### config.mk
export PLATFORM = sky130hd
export DESIGN_NAME = hilo_muldiv_ctrl
export DESIGN_NICKNAME = d
export VERILOG_FILES = /design/src/rtl/hilo_muldiv_ctrl.sv
export SDC_FILE = /design/constraint.sdc
export NUM_CORES = 2
export LEC_CHECK = 0
export ABC_AREA = 1
export BUFFER_PORTS_ARGS = -buffer_cell sky130_fd_sc_hd__buf_4
export CORE_MARGIN = 4
export CORE_UTILIZATION = 42
export DETAILED_ROUTE_END_ITERATION = 16
export SLEW_MARGIN = 20
export SYNTH_ARGS = -nofsm -noshare
export SYNTH_HDL_FRONTEND = slang
export SYNTH_SLANG_ARGS = --single-unit
### constraint.sdc
create_clock -name clk -period 8.5 [get_ports clk]
set_input_delay 2.55 -clock clk [delete_from_list [all_inputs] [get_ports clk]]
set_output_delay 2.55 -clock clk [all_outputs]
set_load 0.02 [all_outputs]
### src/rtl/hilo_muldiv_ctrl.sv
`default_nettype none
// =============================================================================
// Module  : hilo_muldiv_ctrl
// Brief   : E-stage HI/LO owner; sequences MULT/MULTU/DIV/DIVU and MTHI/MTLO.
// Revision: 1.0 - initial release
// =============================================================================
module hilo_muldiv_ctrl #(
    parameter int          MUL_LAT  = 2,
    parameter logic [63:0] HILO_RST = 64'h0
) (
    input  logic        clk,
    input  logic        rst,
    input  logic        op_valid,
    input  logic [2:0]  op,
    input  logic [31:0] a,
    input  logic [31:0] b,
    input  logic        flush,
    output logic        stall_req,
    output logic        busy,
    output logic [63:0] hilo
);

    localparam logic [2:0] c_op_mult  = 3'd1;
    localparam logic [2:0] c_op_multu = 3'd2;
    localparam logic [2:0] c_op_div   = 3'd3;
    localparam logic [2:0] c_op_divu  = 3'd4;
    localparam logic [2:0] c_op_mthi  = 3'd5;
    localparam logic [2:0] c_op_mtlo  = 3'd6;
    localparam logic [5:0] c_mul_last = 6'(MUL_LAT - 1);
    localparam logic [5:0] c_div_last = 6'd31;

    typedef enum logic [1:0] {
        S_IDLE = 2'd0,
        S_MUL  = 2'd1,
        S_DIV  = 2'd2,
        S_DONE = 2'd3
    } state_t;

    state_t      r_state, w_next;
    logic        r_busy;
    logic [63:0] r_hilo;
    logic [5:0]  r_cnt;
    logic [31:0] r_mag_a, r_mag_b;
    logic        r_sa, r_sb;
    logic [31:0] r_rem, r_quo;

    logic        w_stall;
    logic        w_is_md, w_is_mul, w_sgn_op, w_accept, w_mt;
    logic [31:0] w_abs_a, w_abs_b;
    logic [63:0] w_prod, w_prod_fix;
    logic [32:0] w_shift, w_diff;
    logic        w_qbit;
    logic [31:0] w_rem_nx, w_quo_nx, w_rem_fix, w_quo_fix, w_a_orig;
    logic [63:0] w_div_res;

    assign w_is_md  = (op >= c_op_mult) && (op <= c_op_divu);
    assign w_is_mul = (op == c_op_mult) || (op == c_op_multu);
    assign w_sgn_op = (op == c_op_mult) || (op == c_op_div);
    assign w_accept = (r_state == S_IDLE) && op_valid && w_is_md && !flush;
    assign w_mt     = (r_state == S_IDLE) && op_valid && !flush
                      && ((op == c_op_mthi) || (op == c_op_mtlo));

    // Operands are held as magnitudes; signs are only tracked for signed ops.
    assign w_abs_a = (w_sgn_op && a[31]) ? -a : a;
    assign w_abs_b = (w_sgn_op && b[31]) ? -b : b;

    assign w_prod     = {32'd0, r_mag_a} * {32'd0, r_mag_b};
    assign w_prod_fix = (r_sa ^ r_sb) ? -w_prod : w_prod;

    // r_quo shifts dividend bits out of the top while quotient bits enter at the bottom.
    assign w_shift   = {r_rem, r_quo[31]};
    assign w_diff    = w_shift - {1'b0, r_mag_b};
    assign w_qbit    = ~w_diff[32];
    assign w_rem_nx  = w_qbit ? w_diff[31:0] : w_shift[31:0];
    assign w_quo_nx  = {r_quo[30:0], w_qbit};
    assign w_quo_fix = (r_sa ^ r_sb) ? -w_quo_nx : w_quo_nx;
    assign w_rem_fix = r_sa ? -w_rem_nx : w_rem_nx;
    assign w_a_orig  = r_sa ? -r_mag_a : r_mag_a;
    assign w_div_res = (r_mag_b == 32'd0) ? {w_a_orig, 32'hFFFF_FFFF}
                                          : {w_rem_fix, w_quo_fix};

    always_comb begin
        w_next  = r_state;
        w_stall = 1'b0;
        if (flush) begin
            w_next = S_IDLE;
        end else begin
            case (r_state)
                S_IDLE: if (w_accept) begin
                    w_next  = w_is_mul ? S_MUL : S_DIV;
                    w_stall = 1'b1;
                end
                S_MUL: begin
                    w_stall = 1'b1;
                    if (r_cnt == c_mul_last) w_next = S_DONE;
                end
                S_DIV: begin
                    w_stall = 1'b1;
                    if (r_cnt == c_div_last) w_next = S_DONE;
                end
                S_DONE:  w_next = S_IDLE;
                default: w_next = S_IDLE;
            endcase
        end
    end

    always_ff @(posedge clk) begin
        if (rst) begin
            r_state <= S_IDLE;
            r_busy  <= 1'b0;
            r_hilo  <= HILO_RST;
            r_cnt   <= 6'd0;
            r_mag_a <= 32'd0;
            r_mag_b <= 32'd0;
            r_sa    <= 1'b0;
            r_sb    <= 1'b0;
            r_rem   <= 32'd0;
            r_quo   <= 32'd0;
        end else begin
            r_state <= w_next;
            r_busy  <= (w_next == S_MUL) || (w_next == S_DIV);
            if (!flush) begin
                case (r_state)
                    S_IDLE: begin
                        if (w_accept) begin
                            r_cnt   <= 6'd0;
                            r_mag_a <= w_abs_a;
                            r_mag_b <= w_abs_b;
                            r_sa    <= w_sgn_op & a[31];
                            r_sb    <= w_sgn_op & b[31];
                            r_rem   <= 32'd0;
                            r_quo   <= w_abs_a;
                        end
                        if (w_mt) begin
                            if (op == c_op_mthi) r_hilo[63:32] <= a;
                            else                 r_hilo[31:0]  <= a;
                        end
                    end
                    S_MUL: begin
                        r_cnt <= r_cnt + 6'd1;
                        if (r_cnt == c_mul_last) r_hilo <= w_prod_fix;
                    end
                    S_DIV: begin
                        r_cnt <= r_cnt + 6'd1;
                        r_rem <= w_rem_nx;
                        r_quo <= w_quo_nx;
                        if (r_cnt == c_div_last) r_hilo <= w_div_res;
                    end
                    default: ;
                endcase
            end
        end
    end

    assign stall_req = w_stall;
    assign busy      = r_busy;
    assign hilo      = r_hilo;

endmodule
`default_nettype wire
==> qor.yml <==
run_status:
  run_status: "finished clean"
power:
  seq_power_share_pct: 19.3
  p_sw_share_pct: 49.79
  p_per_area_nw_per_um2: 91.78
  peakVddDrop_mv: 0.1336
  p_leak_nw: 36.20
  clockPowerShare_pct: 22.3
  p_total_mw: 5.599
  internal-power_mw: 2.811
  p_comb_share_pct: 58.4
  p_sw_mw: 2.788
placement:
  dp.cells: 10150
  hpwl_um: 170100
  io_buffers: 136
  gp_congestion: 0.9910
  pre_cts_ws_ns: 0.05109
floorplanning:
  io_pins: 137
  core_area_um2: 129800
  initial_core_util_pct: 42.43
  die_y_um: 370.1
  die_w_um: 370.1
  fp.dieArea_um2: 137000
  rows: 132
setup_path:
  crit_path_top_delay_cell: "fa_1"
  critical_path_arrival_ns: 8.74
  reg2reg_depth: 34
  path_buf_inv: 8
  crit_type: "register to register"
  crit_top_cell: "nand2_1"
  reg2reg_slack_ns: 0.28
  cp-start-kind: "register"
  required_ns: 9.02
  critPathMaxStageDelay_ns: 0.57
  end_kind: "register"
  critPathTopFamily: "adder cells"
  reg2reg_to: "hilo[59]"
  worstReg2RegStart: "r_mag_b[17]"
  worstPathMaxFanout: 24
clock_tree:
  clk_transition_reported_paths_ns: 0.07
  clk_path_buf_depth: 3
  worstSkewPairLatency_ns: 0.63
  cts_tree: "done"
  ctsRootBufferMaster: "clkbuf_16"
  htree_levels: 1
  cts_made_buffers: 28
  ctsHoldBuffers: 0
  clkSinkCount: 203
logic_synthesis:
  syn-num-nets: 9642
  ys_seq_area_share_pct: 7.378
  synth_area_um2: 55080
  yosysMostFrequentCell: "nand2_1"
  ys_top_cells_by_area: "fa_1, nand2_1, inv_1"
  ys_ff_latch: 203
  synth_flop_cell: "dfxtp_1"
  synth-edff-count: 0
  synthArstFlopShare_pct: 0
  synth_top_area_share_pct: 32.60
  syn-instance-count: 8366
  synth_top_area_cell: "fa_1"
  yosysWarnings: 0
  netlist_top_cells_count: "nand2_1, inv_1, fa_1"
  synth_cell_type_count: 62
  avgSynthCellArea_um2: 6.584
finish:
  drive_gt1_share_pct: 8.345
  fillerInstances: 13680
  layout.nets: 9728
  utilization_pct: 47.00
  fin_cells: 10220
  areaGrowthSynthToFinish_pct: 10.77
sta:
  skew_ns: 0.04822
  fmax_mhz: 121.7
  fin_crit_ns: 8.219
  final-setup-viol-count: 0
  setup_slack_ns: 0.2805
  hold_viol: 0
  slew_headroom_pct: 27.94
  finalMaxSlewViolations: 0
  fin_hold_ws_ns: 0.4861
  max_slew.worst_pin.slew_ns: 1.080
  fin_crit_sh_pct: 96.70
routing:
  ant_nets: 0
  vias: 52320
  avgViaCountPerCell: 5.121
  initialDrtViolationCount: 4756
  wirelength_um: 209700
  drt_pass1_iterations: 7
  routedWlPerCell_um: 20.53
  drc: 0
grt:
  grt_pass1_vias: 52820
  antenna_found_initial: 6
  overflow: 0
  grt_pass1_wl_um: 317500
  grt_max_degree: 86
  grt_usage_pct: 30.12
hold_path:
  hold_path_depth: 2
  hp-start: "r_rem[29]"
  hold_path_class: "register to register"
  holdPathEnd: "r_rem[29]"
flow_run:
  drv_cap: 0
[state kept, by name, summed over array words and instances (netlist names)]
signal,count
r_mag_a,32
r_mag_b,32
r_sa,1
busy,1
r_sb,1
hilo,64
r_rem,32
r_cnt,6
r_quo,32
r_state,2
[worst max path at each step]
| stage | from | endpoint | slack, ns | cells after the start |
|---|---|---|---|---|
| 6_report | r_mag_b[17] | hilo[59] | 0.28 | 34 |
| 5_1_grt | r_mag_a[10] | hilo[58] | -0.001 | 36 |
| 4_1_cts | r_mag_b[19] | hilo[59] | 0.02 | 33 |
| 3_5_place_dp | r_mag_b[19] | hilo[47] | 0.05 | 32 |
| 3_3_place_gp | r_mag_b[29] | hilo[47] | 0.06 | 33 |
| 2_1_floorplan | r_mag_a[12] | hilo[43] | 1.28 | 36 |
[through the flow]
step / setup TNS [ns] / instance area (um^2)
finish: 0 / 61010
global route: -0.001136 / 61010
CTS: 0 / 60590
detailed placement: 0 / 59650
global placement: 0 / 59650
floorplan: 0 / 55080
[cell families after synthesis]
family	synth area share, %
AO/OA/AOI/OAI	7.269
buffers and inverters	17.54
adder cells (fa/ha/maj)	39.60
flip-flops	7.378
XOR/XNOR	1.492
AND/OR/NAND/NOR	26.72
[layout make-up]
cell class	instances	area (um^2)	area share [%]
multi-input combinational	5616	41560	68.12
tap	1742	2180	3.572
inverter	2154	8087	13.25
clock inverter	13	147.6	0.2420
sequential	203	4121	6.755
clock buffer	37	794.5	1.302
antenna	1	2.502	0.004101
timing repair buffer	449	4119	6.751
[routing by layer]
layer	GRT usage (%)	wire length (um)	vias to the layer above
li1	-	-	24600
met1	41.51	90300	25400
met2	50.03	96170	2030
met3	4.114	16740	284
met4	7.567	6440	4
met5	0	22	-
[layout by cell type (no fill, tap or decap), types with 19 or more instances in the layout]
master	count
nor2_2	44
nand2_2	51
fa_1	897
buf_4	389
nand3_1	316
xor2_1	71
a31oi_1	38
nor4_1	19
ha_1	297
nand3b_1	31
o21bai_1	19
o21ai_1	19
inv_1	2137
nor2_1	447
buf_12	51
dfxtp_1	181
nor3_1	51
nand4_1	53
xnor2_1	20
nand2_1	2508
a21oi_1	292
clkbuf_16	33
o21ai_0	297
[timing repair]
action | in CTS | in global routing
endpoints found under the setup margin | 0 | 37
gates resized for setup | 0 | 76
setup buffers | 0 | 5
[worst reg2reg max path, delay by kind of cell, from the launching register on]
kind	cells	cell delay [ns]
and+or+nand+nor	15	2.14
adders and majority gates	9	4.20
DFF	1	0.37
AOI/OAI and AO/OA	2	0.26
buffers and inverters	8	1.17
[power groups by stage]
stage	combinational [mW]	clock, mW	sequential [mW]
after global routing	3.56	1.30	1.08
after CTS	3.18	1.27	1.08
after global placement	3.15	0	1.10
after detailed placement	3.15	0	1.10
final	3.27	1.25	1.08
after floorplan	1.91	0	1.05
(Power assumes the default switching activity.)
